`config.mk`:
```
export PLATFORM = sky130hd
export DESIGN_NAME = stm1_deframer
export DESIGN_NICKNAME = d
export VERILOG_FILES = /design/src/rtl/stm1_deframer.sv
export SDC_FILE = /design/constraint.sdc
export NUM_CORES = 1
export LEC_CHECK = 0
export ABC_AREA = 0
export CAP_MARGIN = 30
export CORE_MARGIN = 4
export CORE_UTILIZATION = 30
export CTS_BUF_LIST = sky130_fd_sc_hd__clkbuf_4 sky130_fd_sc_hd__clkbuf_8
export CTS_CLUSTER_DIAMETER = 80
export DETAILED_ROUTE_END_ITERATION = 10
export SLEW_MARGIN = 20
export SYNTH_ARGS = -nofsm -noshare
export SYNTH_HDL_FRONTEND = slang
export SYNTH_SLANG_ARGS = --single-unit
```
`constraint.sdc`:
```
create_clock -name clk -period 2.8 [get_ports clk]
set_input_delay 0.56 -clock clk [delete_from_list [all_inputs] [get_ports clk]]
set_output_delay 0.56 -clock clk [all_outputs]
set_load 0.02 [all_outputs]
```
`src/rtl/stm1_deframer.sv`:
```
// STM-1 receive frame aligner: hunts and tracks the A1/A2 framing word, strips
// the section-overhead columns and emits VC4 payload bytes tagged with row/column.
module stm1_deframer #(
    parameter int unsigned LENGTH     = 270,
    parameter int unsigned WIDTH      = 9,
    parameter int unsigned OH_COLS    = 9,
    parameter logic [7:0]  A1_BYTE    = 8'hF6,
    parameter logic [7:0]  A2_BYTE    = 8'h28,
    parameter int unsigned LOF_THRESH = 4
) (
    input  logic        clk,
    input  logic        rst,
    input  logic [7:0]  din,
    input  logic        din_valid,
    output logic [7:0]  pay_data,
    output logic        pay_valid,
    output logic        pay_sof,
    output logic        pay_eof,
    output logic [3:0]  pay_row,
    output logic [8:0]  pay_col,
    output logic        in_frame,
    output logic        lof,
    output logic [15:0] frame_cnt
);
    localparam int unsigned      BAD_W     = $clog2(LOF_THRESH + 1);
    localparam logic [8:0]       COL_LAST  = 9'(LENGTH - 1);
    localparam logic [3:0]       ROW_LAST  = 4'(WIDTH - 1);
    localparam logic [8:0]       COL_OH    = 9'(OH_COLS);
    localparam logic [8:0]       COL_FAS   = 9'd5;
    localparam logic [47:0]      FAS_WORD  = {A1_BYTE, A1_BYTE, A1_BYTE, A2_BYTE, A2_BYTE, A2_BYTE};
    localparam logic [BAD_W-1:0] BAD_LIMIT = BAD_W'(LOF_THRESH);

    typedef enum logic [1:0] {HUNT, PRESYNC, SYNC} state_t;

    state_t           state_q, state_d;
    logic [3:0]       row_q, row_d;
    logic [8:0]       col_q, col_d;
    logic [BAD_W-1:0] bad_q, bad_d, bad_inc;
    // Five previous valid bytes; din completes the six-byte framing window.
    logic [39:0]      hist_q, hist_d;
    logic [15:0]      frame_cnt_q, frame_cnt_d;
    logic [7:0]       pay_data_q, pay_data_d;
    logic             pay_valid_q, pay_valid_d;
    logic             pay_sof_q, pay_sof_d;
    logic             pay_eof_q, pay_eof_d;
    logic [3:0]       pay_row_q, pay_row_d;
    logic [8:0]       pay_col_q, pay_col_d;
    logic             in_frame_q, in_frame_d;
    logic             lof_q, lof_d;
    logic             fas_ok, at_fas, at_pay;

    assign fas_ok  = ({hist_q, din} == FAS_WORD);
    assign at_fas  = (row_q == '0) && (col_q == COL_FAS);
    assign at_pay  = (col_q >= COL_OH);
    assign bad_inc = bad_q + 1'b1;

    always_ff @(posedge clk) begin
        if (rst) begin
            state_q     <= HUNT;
            row_q       <= '0;
            col_q       <= '0;
            bad_q       <= '0;
            hist_q      <= '0;
            frame_cnt_q <= '0;
            pay_data_q  <= '0;
            pay_valid_q <= 1'b0;
            pay_sof_q   <= 1'b0;
            pay_eof_q   <= 1'b0;
            pay_row_q   <= '0;
            pay_col_q   <= '0;
            in_frame_q  <= 1'b0;
            lof_q       <= 1'b0;
        end else begin
            state_q     <= state_d;
            row_q       <= row_d;
            col_q       <= col_d;
            bad_q       <= bad_d;
            hist_q      <= hist_d;
            frame_cnt_q <= frame_cnt_d;
            pay_data_q  <= pay_data_d;
            pay_valid_q <= pay_valid_d;
            pay_sof_q   <= pay_sof_d;
            pay_eof_q   <= pay_eof_d;
            pay_row_q   <= pay_row_d;
            pay_col_q   <= pay_col_d;
            in_frame_q  <= in_frame_d;
            lof_q       <= lof_d;
        end
    end

    // row/col hold the position of the byte currently on din.
    always_comb begin
        state_d     = state_q;
        row_d       = row_q;
        col_d       = col_q;
        bad_d       = bad_q;
        hist_d      = hist_q;
        frame_cnt_d = frame_cnt_q;
        if (din_valid) begin
            hist_d = {hist_q[31:0], din};
            if (col_q == COL_LAST) begin
                col_d = '0;
                row_d = (row_q == ROW_LAST) ? '0 : row_q + 4'd1;
            end else begin
                col_d = col_q + 9'd1;
            end
            unique case (state_q)
                HUNT: begin
                    if (fas_ok) begin
                        state_d = PRESYNC;
                        row_d   = '0;
                        col_d   = COL_FAS + 9'd1;
                    end
                end
                PRESYNC: begin
                    if (at_fas) begin
                        if (fas_ok) begin
                            state_d     = SYNC;
                            bad_d       = '0;
                            frame_cnt_d = frame_cnt_q + 16'd1;
                        end else begin
                            state_d = HUNT;
                        end
                    end
                end
                SYNC: begin
                    if (at_fas) begin
                        if (fas_ok) begin
                            bad_d       = '0;
                            frame_cnt_d = frame_cnt_q + 16'd1;
                        end else if (bad_inc == BAD_LIMIT) begin
                            state_d = HUNT;
                            bad_d   = '0;
                        end else begin
                            bad_d = bad_inc;
                        end
                    end
                end
                default: state_d = HUNT;
            endcase
        end
    end

    always_comb begin
        pay_data_d  = pay_data_q;
        pay_row_d   = pay_row_q;
        pay_col_d   = pay_col_q;
        pay_valid_d = 1'b0;
        pay_sof_d   = 1'b0;
        pay_eof_d   = 1'b0;
        in_frame_d  = (state_d == SYNC);
        lof_d       = (state_q == SYNC) && (state_d == HUNT);
        if (din_valid && (state_q == SYNC) && at_pay) begin
            pay_valid_d = 1'b1;
            pay_data_d  = din;
            pay_row_d   = row_q;
            pay_col_d   = col_q - COL_OH;
            pay_sof_d   = (row_q == '0) && (col_q == COL_OH);
            pay_eof_d   = (row_q == ROW_LAST) && (col_q == COL_LAST);
        end
    end

    assign pay_data  = pay_data_q;
    assign pay_valid = pay_valid_q;
    assign pay_sof   = pay_sof_q;
    assign pay_eof   = pay_eof_q;
    assign pay_row   = pay_row_q;
    assign pay_col   = pay_col_q;
    assign in_frame  = in_frame_q;
    assign lof       = lof_q;
    assign frame_cnt = frame_cnt_q;

endmodule
```
; ---- Word level (Yosys, flattened, before mapping)
; Cells that the tools add are included.
[totals]
wordCells = 69
reg_bits = 100
[op_classes]
mux = 22
add_sub_neg = 5
eq_ne = 12
bitwise_logic = 1
reduce_logical = 14
magnitude_cmp = 1
[ops]
columns = cell, n
row1 = 48-bit == test (second input constant), 1
row2 = 9-bit 2-to-1 mux, 3
row3 = 16-bit by 1-bit adder with 16-bit output (second input constant), 1
row4 = 4-bit 2-to-1 mux, 4
row5 = 3-bit 2-to-1 mux, 5
row6 = 2-bit 2-to-1 mux, 7
row7 = 9-bit by 1-bit adder with 9-bit output (second input constant), 1
row8 = 9-bit by 3-bit == test with 1-bit output (second input constant), 1
row9 = 9-bit by 4-bit == test with 1-bit output (second input constant), 1
row10 = 9-bit == test (second input constant), 1
row11 = 9-bit by 4-bit greater-or-equal comparator with 1-bit output (second input constant), 1
row12 = 9-bit by 4-bit subtractor with 9-bit output (second input constant), 1
row13 = 1-bit logical AND, 6
row14 = 2-bit != test (second input constant), 3
row15 = 2-bit case mux with 3 select lines, 1
row16 = 3-bit case mux with 2 select lines, 1
row17 = 5-bit AND reduction, 1
row18 = 4-bit by 1-bit adder with 4-bit output (second input constant), 1
row19 = 2-bit == test (second input constant), 2
row20 = 4-bit == test (second input constant), 1
row21 = 2-bit zero test, 2
row22 = 4-bit zero test, 1
row23 = 4-bit AND reduction, 1
row24 = 2-bit OR reduction, 2
row25 = other kinds (6), 6

; ---- Depth between registers and ports, before layout
[depth]
word_depth = 9
mapped_depth = 8
ltp_nobuf = 8

; ---- Worst setup path before layout
; Ideal clock, no wire load.
[synth_path]
kind = register -> register
startpoint = register hist_q[14]
endpoint = register frame_cnt_q[14], in the netlist frame_cnt[14]
setup_slack_ns = 0.442
path_stages_with_launch = 7
arrival_ns = 2.238
period_less_slack_ns = 2.358
path_cell_list = dfxtp_1 > or4_1 > or4_4 > nor3_4 > nand3_2 > nor3_1 > mux2_2
[synth_between]
elab_chain_cells = 2
[synth_lines]
columns = element, line
row1 = start: declaration, 40  ; logic [39:0] hist_q, hist_d;
row2 = start signal: assignment, 78  ; hist_q <= hist_d;
row3 = 48-bit == test, 52  ; assign fas_ok = ({hist_q, din} == FAS_WORD);
row4 = 4-bit AND reduction (no line), --
row5 = end signal: assignment, 79  ; frame_cnt_q <= frame_cnt_d;
row6 = end: declaration, 41  ; logic [15:0] frame_cnt_q, frame_cnt_d;
; Every way passes these cells.
; A chain may end at the register's enable or synchronous reset.

; ---- Worst setup path in the final report
[layout_path]
startpoint = register row_q[0]
endpoint = register frame_cnt_q[12], in the netlist frame_cnt[12]
[layout_between]
elab_chain_cells = 3
[layout_lines]
columns = element, line
row1 = start: declaration, 36  ; logic [3:0] row_q, row_d;
row2 = start signal: assignment, 75  ; row_q <= row_d;
row3 = 4-bit zero test, 53  ; assign at_fas = (row_q == '0) && (col_q == COL_FAS);
row4 = 1-bit logical AND, 53
row5 = 4-bit AND reduction (no line), --
; Every way passes these cells.

==> impl_metrics.ini <==
[detailed_routing]
drtAntennaViolNets = 0
wl_per_cell_microns = 14.34
drt_wl_total_microns = 10750
drcViolationCount = 0
first_pass_iters = 4
drt_iter0_drc = 264
dr_total_vias = 3763
viasPerCell = 5.017

[setup_path]
worstPathArrival_ns = 2.88
cp_data_required_time_ns = 3.05
cp_max_fo = 8
r2r_cells = 8
critPathKind = reg2reg
endpoint_kind = flip-flop
crit_path_start_kind = flip-flop

[logic_synthesis]
synth.most_common_cell = dfxtp_1
synth_area_leaders = dfxtp_1, mux2i_1, nor2_1
synth_top_cell_by_area = dfxtp_1
yosysTopAreaCellShare_pct = 43.44
ys.flop_type = dfxtp_1
syn_inst = 506
synth_area_per_cell_sq_um = 9.107
yosys-top-cells-count = dfxtp_1, nor2_1, mux2i_1
synth_seq_cells = 100
synth.distinct_cells = 54
synth_area_sq_um = 4608
synth-edff-count = 0
ys_seq_area_share_pct = 43.44
synth_warnings = 0
ys_async_sr_fraction_pct = 0
syn-num-nets = 529

[timing]
hold_viol_final = 0
clock_skew_ns = 0.01185
rsz0062_at_grt = false
clock.fmax_mhz = 379.9
fin_ws_ns = 0.1678
finalSetupViolations = 0
period_share_pct = 94.01
fin_setup_tns_ns = 0
fin_hold_ws_ns = 0.4789
min_period_ns = 2.632
max_slew.worst_pin.slew_ns = 0.7409
slew_headroom_pct = 50.61
slew_viol_final = 0

[global_route]
antenna_found_initial = 0
grt_use_met2_pct = 19.75
grt_overflow = 0
grt_util_met1_pct = 16.79
grt_usage_pct = 12.23
grt_max_degree = 43
busiest_layer = met2
grt_pass1_vias = 3516
grt_util_met3_pct = 2.863
grt_pass1_wl_microns = 18010

[clocking]
cts_buffers = 9
post_cts_buffers = 0
root_buffer = clkbuf_8
hold_buffers = 0
cts_tree = built
htreeDepth = 3
insertion_delay_ns = 0.36
clock_path_buffers = 2
cts_sinks = 100
cts_resized = 0
path_clk_slew_ns = 0.09

[floorplanning]
ios = 53
rows = 45
die_area_sq_um = 17410
start_util_pct = 30.43
core_area_sq_um = 15150
fp.dieH_microns = 131.9
fp.dieW_microns = 131.9

[placement]
io_buffers = 52
hpwl_microns = 7811
dpl.cell_count = 734
place_congestion = 0.8050
dp_slack_ns = -0.1131

[run_status]
outcome = finished, final reports clean

[pwr]
cellPowerDensity_nw_per_um2 = 455.5
vdd_drop_max_mv = 0.2660
power.leakage_nw = 2.167

[layout]
instances_no_fill = 750
antennaDiodeCount = 0
areaGrowthSynthToFinish_pct = 21.07
drive_gt1_share_pct = 10.14
fin_nets = 580
utilization_pct = 36.84

[hold_path]
hold_class = reg2reg
hold_depth = 2

[run]
cap_violations = 0
==> logic make-up (layout without fill, tap and decap cells) <==
group                      count (synthesis)  count (layout)  share of synthesized area, %
muxes                                     54              54                         11.97
xor gates and xnor gates                  16              16                         3.041
adders and majority gates                 12              12                         3.258
and+or+nand+nor                          225             225                         27.10
buffers and inverters                     39              95                         3.231
DFF                                      100             100                         43.44
AOI/OAI and AO/OA                         60              60                         7.956
==> path summary, 6_finish.rpt <==
check | start | end | slack (ns)
max reg2reg | row_q[0] | frame_cnt[12] | 0.17
max | row_q[0] | frame_cnt[12] | 0.17
min reg2reg | pay_row[1] | pay_row[1] | 0.48
min | pay_row[1] | pay_row[1] | 0.48
==> metrics by stage <==
stage / instance area, sq um / power (mW)
2_1_floorplan: 4608 / 1.578
3_5_place_dp: 5374 / 1.625
3_3_place_gp: 5369 / 1.622
6_report: 5579 / 2.541
5_1_grt: 5579 / 2.639
4_1_cts: 5579 / 2.577
==> placed cells by master (no fill, tap or decap), types with 6 or more instances in the layout <==
cell type,instances
a21oi_1,15
o21ai_0,23
nand4_1,15
or4_1,6
nand4b_1,6
ha_1,12
nand3_1,10
nor3_1,10
nor2_1,82
a211oi_1,6
mux2i_1,45
mux2_2,9
clkbuf_8,10
nand2_1,32
buf_4,16
nor2b_1,12
nor4b_1,8
xor2_1,13
inv_1,11
dfxtp_1,100
clkdlybuf4s50_1,50
==> layout make-up <==
class / count / area, sq um
Sequential cell: 100 / 2002
Clock buffer: 11 / 145.1
Clock inverter: 5 / 60.06
Inverter: 11 / 41.29
Fill cell: 1518 / 9567
Timing Repair Buffer: 68 / 630.6
Tap cell: 188 / 235.2
Multi-Input combinational cell: 367 / 2465
==> worst max-delay path, stage by stage (launching register included) <==
cell	delay, ns
dfxtp_1	0.36
inv_1	0.10
ha_1	0.16
or4b_1	0.50
or2_4	0.29
nor3_4	0.28
nand3_2	0.22
nor3_1	0.26
mux2_2	0.35
==> state kept, by name (all words and copies together), names as in the netlist <==
| register | count |
|---|---|
| lof | 1 |
| pay_valid | 1 |
| pay_row | 4 |
| pay_col | 9 |
| in_frame | 1 |
| bad_q | 3 |
| hist_q | 40 |
| pay_data | 8 |
| pay_eof | 1 |
| frame_cnt | 16 |
| row_q | 4 |
| state_q | 2 |
| pay_sof | 1 |
| col_q | 9 |
==> where the power goes <==
group / switching [mW] / internal [mW] / total, mW
registers: 0.0216 / 1.44 / 1.46
clock network: 0.498 / 0.451 / 0.949
logic: 0.0745 / 0.0577 / 0.132
==> per-layer routing <==
layer	vias up	part of all wire, %	wire (microns)
met5	-	0	0
met4	0	0.93	100
met3	10	3.4	364
met2	68	47	5096
met1	1793	48	5190
li1	1892	-	-
Note: power is estimated with default switching activity, not from simulation.
